==> src/rtl/pacman_pkg.sv <==
// Shared constants for the Pacman video pipeline: sprite ROM indices, screen
// geometry and the sprite line renderer's state encoding.
package pacman_pkg;

   localparam logic [2:0] SPR_PAC_RIGHT = 3'd0;
   localparam logic [2:0] SPR_PAC_LEFT  = 3'd1;
   localparam logic [2:0] SPR_PAC_DOWN  = 3'd2;
   localparam logic [2:0] SPR_PAC_UP    = 3'd3;
   localparam logic [2:0] SPR_GHOST     = 3'd4;

   localparam int SPRITE_SIZE = 32;
   localparam int SCREEN_W    = 640;
   localparam int SCREEN_H    = 480;

   typedef enum logic [1:0] {
      ST_IDLE  = 2'd0,
      ST_FETCH = 2'd1,
      ST_SWAP  = 2'd2
   } render_state_e;

endpackage

==> src/rtl/sprite_row_slot.sv <==
// One actor's double-buffered sprite row: the back half is filled during the
// fetch, the front half drives the per-pixel coverage test.
module sprite_row_slot #(
   parameter int SPRITE_SIZE = 32
) (
   input  logic        Clk,
   input  logic        Reset,
   input  logic        load_i,
   input  logic [31:0] row_i,
   input  logic [9:0]  x_i,
   input  logic        valid_i,
   input  logic        swap_i,
   input  logic [9:0]  draw_x_i,
   output logic        lit_o
);

   localparam logic [10:0] SIZE11 = 11'(SPRITE_SIZE);

   logic [31:0] back_row_q, front_row_q;
   logic [9:0]  back_x_q, front_x_q;
   logic        back_valid_q, front_valid_q;
   logic [10:0] dx;

   always_ff @(posedge Clk) begin
      if (Reset) begin
         back_row_q    <= '0;
         back_x_q      <= '0;
         back_valid_q  <= 1'b0;
         front_row_q   <= '0;
         front_x_q     <= '0;
         front_valid_q <= 1'b0;
      end else begin
         if (load_i) begin
            back_row_q   <= row_i;
            back_x_q     <= x_i;
            back_valid_q <= valid_i;
         end
         if (swap_i) begin
            front_row_q   <= back_row_q;
            front_x_q     <= back_x_q;
            front_valid_q <= back_valid_q;
         end
      end
   end

   // dx[10] set means draw_x is left of the sprite.
   always_comb begin
      dx    = {1'b0, draw_x_i} - {1'b0, front_x_q};
      lit_o = front_valid_q && !dx[10] && (dx < SIZE11) &&
              front_row_q[5'd31 - dx[4:0]];
   end

endmodule

==> src/rtl/sprite_line_renderer.sv <==
// Fetches one sprite row per actor into the slots during blanking and
// priority-encodes their per-pixel coverage during the visible line.
module sprite_line_renderer #(
   parameter int NUM_ACTORS  = 5,
   parameter int SPRITE_SIZE = 32
) (
   input  logic                      Clk,
   input  logic                      Reset,
   input  logic                      line_start,
   input  logic [9:0]                next_line_y,
   input  logic [NUM_ACTORS*10-1:0]  actor_x,
   input  logic [NUM_ACTORS*10-1:0]  actor_y,
   input  logic [NUM_ACTORS*3-1:0]   actor_sprite,
   output logic [7:0]                rom_addr,
   input  logic [31:0]               rom_data,
   input  logic [9:0]                draw_x,
   output logic                      pixel_on,
   output logic [2:0]                pixel_actor,
   output logic                      busy,
   output logic                      fetch_done,
   output logic                      overrun,
   output pacman_pkg::render_state_e dbg_state
);
   import pacman_pkg::*;

   localparam int KW = (NUM_ACTORS > 1) ? $clog2(NUM_ACTORS) : 1;
   localparam logic [KW-1:0]  K_LAST = KW'(NUM_ACTORS - 1);
   localparam logic [10:0]    SIZE11 = 11'(SPRITE_SIZE);

   render_state_e   state_q, state_d;
   logic [KW-1:0]   k_q, k_d;
   logic [9:0]      line_y_q;
   logic [9:0]      sh_x_q   [NUM_ACTORS];
   logic [9:0]      sh_y_q   [NUM_ACTORS];
   logic [2:0]      sh_spr_q [NUM_ACTORS];
   logic [7:0]      rom_addr_q, fetch_addr;
   logic            overrun_q, pixel_on_q;
   logic [2:0]      pixel_actor_q, winner;
   logic [10:0]     dy;
   logic            hit, load_en, swap_en;
   logic [31:0]     row_in;
   logic [9:0]      x_in;
   logic [NUM_ACTORS-1:0] lit;

   always_comb begin
      state_d = state_q;
      k_d     = k_q;
      case (state_q)
         ST_IDLE: begin
            if (line_start) begin
               state_d = ST_FETCH;
               k_d     = '0;
            end
         end
         ST_FETCH: begin
            if (k_q == K_LAST) state_d = ST_SWAP;
            else               k_d     = k_q + 1'b1;
         end
         ST_SWAP: state_d = ST_IDLE;
         default: state_d = ST_IDLE;
      endcase
   end

   // The shadow copy isolates the fetch from game-state updates mid-line.
   always_comb begin
      dy         = {1'b0, line_y_q} - {1'b0, sh_y_q[k_q]};
      hit        = !dy[10] && (dy < SIZE11);
      fetch_addr = {sh_spr_q[k_q], dy[4:0]};
      row_in     = hit ? rom_data : '0;
      x_in       = sh_x_q[k_q];
      load_en    = (state_q == ST_FETCH);
      swap_en    = (state_q == ST_SWAP);
   end

   always_ff @(posedge Clk) begin
      if (Reset) begin
         state_q       <= ST_IDLE;
         k_q           <= '0;
         line_y_q      <= '0;
         rom_addr_q    <= '0;
         overrun_q     <= 1'b0;
         pixel_on_q    <= 1'b0;
         pixel_actor_q <= '0;
         for (int i = 0; i < NUM_ACTORS; i++) begin
            sh_x_q[i]   <= '0;
            sh_y_q[i]   <= '0;
            sh_spr_q[i] <= '0;
         end
      end else begin
         state_q       <= state_d;
         k_q           <= k_d;
         pixel_on_q    <= |lit;
         pixel_actor_q <= winner;
         if (state_q == ST_IDLE && line_start) begin
            line_y_q <= next_line_y;
            for (int i = 0; i < NUM_ACTORS; i++) begin
               sh_x_q[i]   <= actor_x[10*i +: 10];
               sh_y_q[i]   <= actor_y[10*i +: 10];
               sh_spr_q[i] <= actor_sprite[3*i +: 3];
            end
         end
         if (load_en) rom_addr_q <= fetch_addr;
         if (line_start && state_q != ST_IDLE) overrun_q <= 1'b1;
      end
   end

   for (genvar g = 0; g < NUM_ACTORS; g++) begin : g_slot
      sprite_row_slot #(.SPRITE_SIZE(SPRITE_SIZE)) u_slot (
         .Clk      (Clk),
         .Reset    (Reset),
         .load_i   (load_en && (k_q == KW'(g))),
         .row_i    (row_in),
         .x_i      (x_in),
         .valid_i  (hit),
         .swap_i   (swap_en),
         .draw_x_i (draw_x),
         .lit_o    (lit[g])
      );
   end

   // Scan from the top down so the lowest lit index wins.
   always_comb begin
      winner = '0;
      for (int i = NUM_ACTORS - 1; i >= 0; i--) begin
         if (lit[i]) winner = 3'(i);
      end
   end

   // rom_addr follows the fetch combinationally and holds its last value in IDLE.
   assign rom_addr    = load_en ? fetch_addr : rom_addr_q;
   assign pixel_on    = pixel_on_q;
   assign pixel_actor = pixel_actor_q;
   assign busy        = (state_q != ST_IDLE);
   assign fetch_done  = swap_en;
   assign overrun     = overrun_q;
   assign dbg_state   = state_q;

endmodule
==> config.mk <==
export PLATFORM = sky130hd
export DESIGN_NAME = sprite_line_renderer
export DESIGN_NICKNAME = d
export VERILOG_FILES = /design/src/rtl/pacman_pkg.sv /design/src/rtl/sprite_row_slot.sv /design/src/rtl/sprite_line_renderer.sv
export SDC_FILE = /design/constraint.sdc
export NUM_CORES = 1
export LEC_CHECK = 0
export CAP_MARGIN = 40
export CORE_MARGIN = 2
export CORE_UTILIZATION = 44
export CTS_BUF_LIST = sky130_fd_sc_hd__clkbuf_8
export CTS_CLUSTER_SIZE = 30
export DETAILED_ROUTE_END_ITERATION = 8
export GPL_TIMING_DRIVEN = 1
export PLACE_DENSITY_LB_ADDON = 0.25
export RECOVER_POWER = 50
export SYNTH_ARGS = -nofsm -noshare
export SYNTH_HDL_FRONTEND = slang
export SYNTH_HIERARCHICAL = 1
export SYNTH_SLANG_ARGS = --single-unit
==> constraint.sdc <==
create_clock -name Clk -period 4.6 [get_ports Clk]
set_clock_uncertainty 0.15 [all_clocks]
set_input_delay 0.46 -clock Clk [delete_from_list [all_inputs] [get_ports Clk]]
set_output_delay 0.46 -clock Clk [all_outputs]
set_load 0.02 [all_outputs]
# == Word-level counts from Yosys, hierarchy flattened ==
# Memories as Yosys holds them, arrays and structs flattened. A register that Yosys moved wholly into a read port is not among the register bits.
# Index checks and enable logic that the tools add are counted.
# totals
inputBits,170
mem_count,3
ff_bits,458
out_inout_bits,17
ramBits,115
# op_classes
addsub,12
bitwise,15
reduce_logical,39
n_lt_le_gt_ge,11
n_eq_ne,9
muxes,48
# memory_table
memory,depth,width,read_ports,rd_clocked_by_memory_dff,wr,line_no,source
sh_x_q,5,10,1,1,5,sprite_line_renderer.sv:33,logic [9:0] sh_x_q [NUM_ACTORS];
sh_y_q,5,10,1,1,5,sprite_line_renderer.sv:34,logic [9:0] sh_y_q [NUM_ACTORS];
sh_spr_q,5,3,1,1,5,sprite_line_renderer.sv:35,logic [2:0] sh_spr_q [NUM_ACTORS];
# op_table
operator,count
$mux 10,10
$lt 11x6->1 const B,6
$sub 10x10->11,6
$mux 3,14
$mux 32,1
$lt 5x6->1 const B,5
$bmux 1 s5,5
$sub 5x5->5 const A,5
$logic_and 1x1->1,23
$or 1x1->1,15
$mux 1,11
$reduce_or 5->1,2
$mux 2,4
$mux 8,1
$eq 3x2->1 const B,2
$logic_not 1->1,6
$pmux 3 s2,1
$ne 2x2->1 const B,2
$pmux 2 s2,1
$reduce_bool 2->1,2
$add 3x1->3 const B,1
$eq 3x1->1 const B,1
$eq 3x3->1 const B,1
$logic_not 3->1,1
8 further kinds,8

# == Depth between registers and ports, before layout ==
# logic_depth
word_depth,9
mapped_depth,14
ltp_nobuf,13

# == By module ==
# The synthesis kept the hierarchy.
# by_module_without_submodules
mod,instances,seq_area_each_um2,area_each_um2,cells_each
sprite_row_slot at g_slot[2].u_slot ...,3,1721.7,3781.1,368
sprite_line_renderer,1,4073.9,7404.6,584
sprite_row_slot at g_slot[1].u_slot,1,1721.7,3794.9,368
sprite_row_slot at g_slot[0].u_slot,1,1721.7,3768.6,373

# == Worst setup path before layout ==
# No wires, ideal clock.
# synth_timing
path_kind,input -> register
startpoint,in Reset
endpoint,"mem sh_spr_q[0][0], enable pin"
setup_time_ns,0.494
cell_stages,2
setup_slack_ns,0.424
t_required_ns,3.956
t_arrival_ns,3.532
path_cell_list,clkbuf_1 > nand2b_1
# synth_lines
element,line_no,source
from (decl),sprite_line_renderer.sv:8,"input logic Reset,"
to (decl),sprite_line_renderer.sv:35,

==> metrics.csv <==
metric,value,unit
slowest_stage,clkdlybuf4s50_1,
synth_top_area_cell,dfxtp_1,
hold_viol_final,0,
outcome,finished with violations,
dp_hpwl,48100,um
wirelength,67730,um
violations,"capacitance limit, slew limit",
postSynth.asyncResetShare,0,%
fp-row-count,89,
syn_area,0.02631,mm2
core_area,0.05902,mm2
crit_type,reg -> out,
maxSlewViolCount,223,
setup_tns,0,ns
relSlewSlack,-102.0,%
drv_cap,4,
synth_top_area_share,35.08,%
path_delay_family,multiplexers,
placed_cell_area,0.02920,mm2
dr.pass1.iters,5,
grt_pass1_wl,104200,um
remaining_drc_errors,0,
syn_area_per_cell,10.83,um2
insertion_delay,0.68,ns
overflow,0,
cts_tree,done,
fin_crit,4.352,ns
clk_pin_slew,0.06,ns
final_area,0.03103,mm2
die_h,248.5,um
port_buffers,186,
track_usage,21.48,%
ir_drop,0.0001999,V
rsz0062_at_grt,false,
nNetsFinal,2871,
antenna_cells,0,
synth_edf_count,115,
hold_buffers,0,
slowest_delay,0.69,ns
worstMarginPinSlew,3.030,ns
cp_max_fo,7,
drive_above_1_share,12.67,%
numCtsBuffers,96,
wl_per_cell,19.55,um
synth_cell_types,81,
syn-instance-count,2429,
yosys_warnings,6,
synth_nets,2671,
finalCritPeriodShare,94.61,%
drtAntennaViolNets,0,
synthTopCellsByArea,"dfxtp_1 35%, mux2i_1 18%, edfxtp_1 13%",
fill_cells,5212,
setup_violations,0,
yosys-top-cells-count,"466 x nor2_1, 462 x mux2i_1, 461 x dfxtp_1",
synth_most_common_cell,nor2_1,
hp-class,in -> reg,
fmax,229.8,MHz
dp.cells,3304,
fin_cells,3465,
antenna_found_initial,1,
gp_congestion,0.8757,
clock_sinks,576,
synth_ff_type,dfxtp_1,
dieWidth,248.5,um
syn2layout_area_growth,17.92,%
path_cells,mux4_2 -> mux2_2 -> ha_1 -> fa_1 -> xor2_1 -> o21ai_0 -> clkdlybuf4s50_1,
clk_path_buf_depth,3,
io_pins,187,
htreeDepth,3,
cp.arrival,3.74,ns
root_buffer,clkbuf_8,
synth_seq_cells,576,
vias_per_cell,5.328,
synth_seq_area_share,48.20,%
grt_max_degree,214,
p_per_area,352.8,mW/mm2
critPathBufInv,1,
via_count,18463,
critPathLaunchType,register,
dieArea,0.06177,mm2
cp-end-kind,output port,
worstPathRequired,3.99,ns
drt_iter0_drc,1300,
initial_core_util,44.58,%
grt_pass1_vias,18308,
p_leak,0.01102,uW
==> layer usage <==
layer	global-route usage, %	wire length, um
met3	3.287	3440
met2	34.44	31070
met5	0	0
met4	7.425	1727
met1	29.59	31490
==> kinds of logic after synthesis <==
family | synth area share (%)
buf+inv | 3.605
fa+ha+maj | 3.595
flops | 48.20
compound gates | 4.589
xor+xnor | 0.8370
mux | 24.05
simple gates | 15.12
==> layout make-up <==
| class | instances | area [um2] | area share, % |
|---|---|---|---|
| multi-input cells | 1625 | 12720 | 40.98 |
| flip-flops and latches | 576 | 12680 | 40.88 |
| repair buffers | 262 | 2554 | 8.231 |
| clock buffers | 117 | 1610 | 5.190 |
| well taps | 773 | 967.2 | 3.117 |
| inverters | 68 | 255.2 | 0.8227 |
| clock inverters | 44 | 240.2 | 0.7743 |
==> flip-flops by register name, indices dropped and copies added (netlist names), named ones only <==
name,flops
g_slot.u_slot/front_valid_q,5
sh_x_q,50
pixel_on,1
g_slot.u_slot/back_valid_q,5
sh_spr_q,15
g_slot.u_slot/back_row_q,160
g_slot.u_slot/front_row_q,160
g_slot.u_slot/back_x_q,50
rom_addr_q,8
overrun,1
k_q,3
g_slot.u_slot/front_x_q,50
dbg_state,2
line_y_q,10
sh_y_q,50
pixel_actor,3
==> final timing paths <==
| kind | slack, ns | cells after the start | to | startpoint |
|---|---|---|---|---|
| max | 0.25 | 7 | rom_addr[2] | register |
| max reg2reg | 0.41 | 11 | g_slot[1].u_slot/back_row_q[1] | register |
| min | 0.08 | 2 | g_slot[2].u_slot/back_row_q[21] | Reset |
| min reg2reg | 0.31 | 2 | line_y_q[0] | line_y_q[0] |
==> report_power, final <==
| part | total [uW] | switching [uW] | internal [uW] |
|---|---|---|---|
| sequential | 5300 | 34.9 | 5270 |
| combinational | 1260 | 740 | 519 |
| clock | 4390 | 2000 | 2380 |
| total | 10900 | 2780 | 8170 |
==> per-stage QoR <==
stage                     utilization, %  power (uW)  setup slack (ns)  hold slack [ns]
after global routing               52.57       11370           0.07840           0.1014
after CTS                          52.61       11050            0.1409          0.03314
after global placement             49.35        6638            0.2557           0.3003
after detailed placement           49.48        6659            0.2373           0.3017
after floorplan                        -        6213            0.4242           0.2863
final                              52.57       10950            0.2479          0.08262
==> cells in the final DEF (no fill, tap or decap), drive strengths merged, types with 39 or more instances in the layout <==
cell type / Yosys / layout
dfxtp: 461 / 461
clkbuf: 94 / 121
nand3: 40 / 40
clkdlybuf4s50: 0 / 177
and2: 121 / 121
mux2i: 462 / 462
nor4: 39 / 39
a21oi: 48 / 48
nor2: 467 / 467
edfxtp: 115 / 115
ha: 66 / 66
mux4: 64 / 64
nand2: 60 / 60
buf: 66 / 73
inv: 68 / 97
==> what timing repair did <==
item | in CTS | in global routing
resized for setup | 1 | 0
setup buffers | 0 | 0
setup endpoints to repair | 1 | 0
Power figures use the tool's default switching activity.
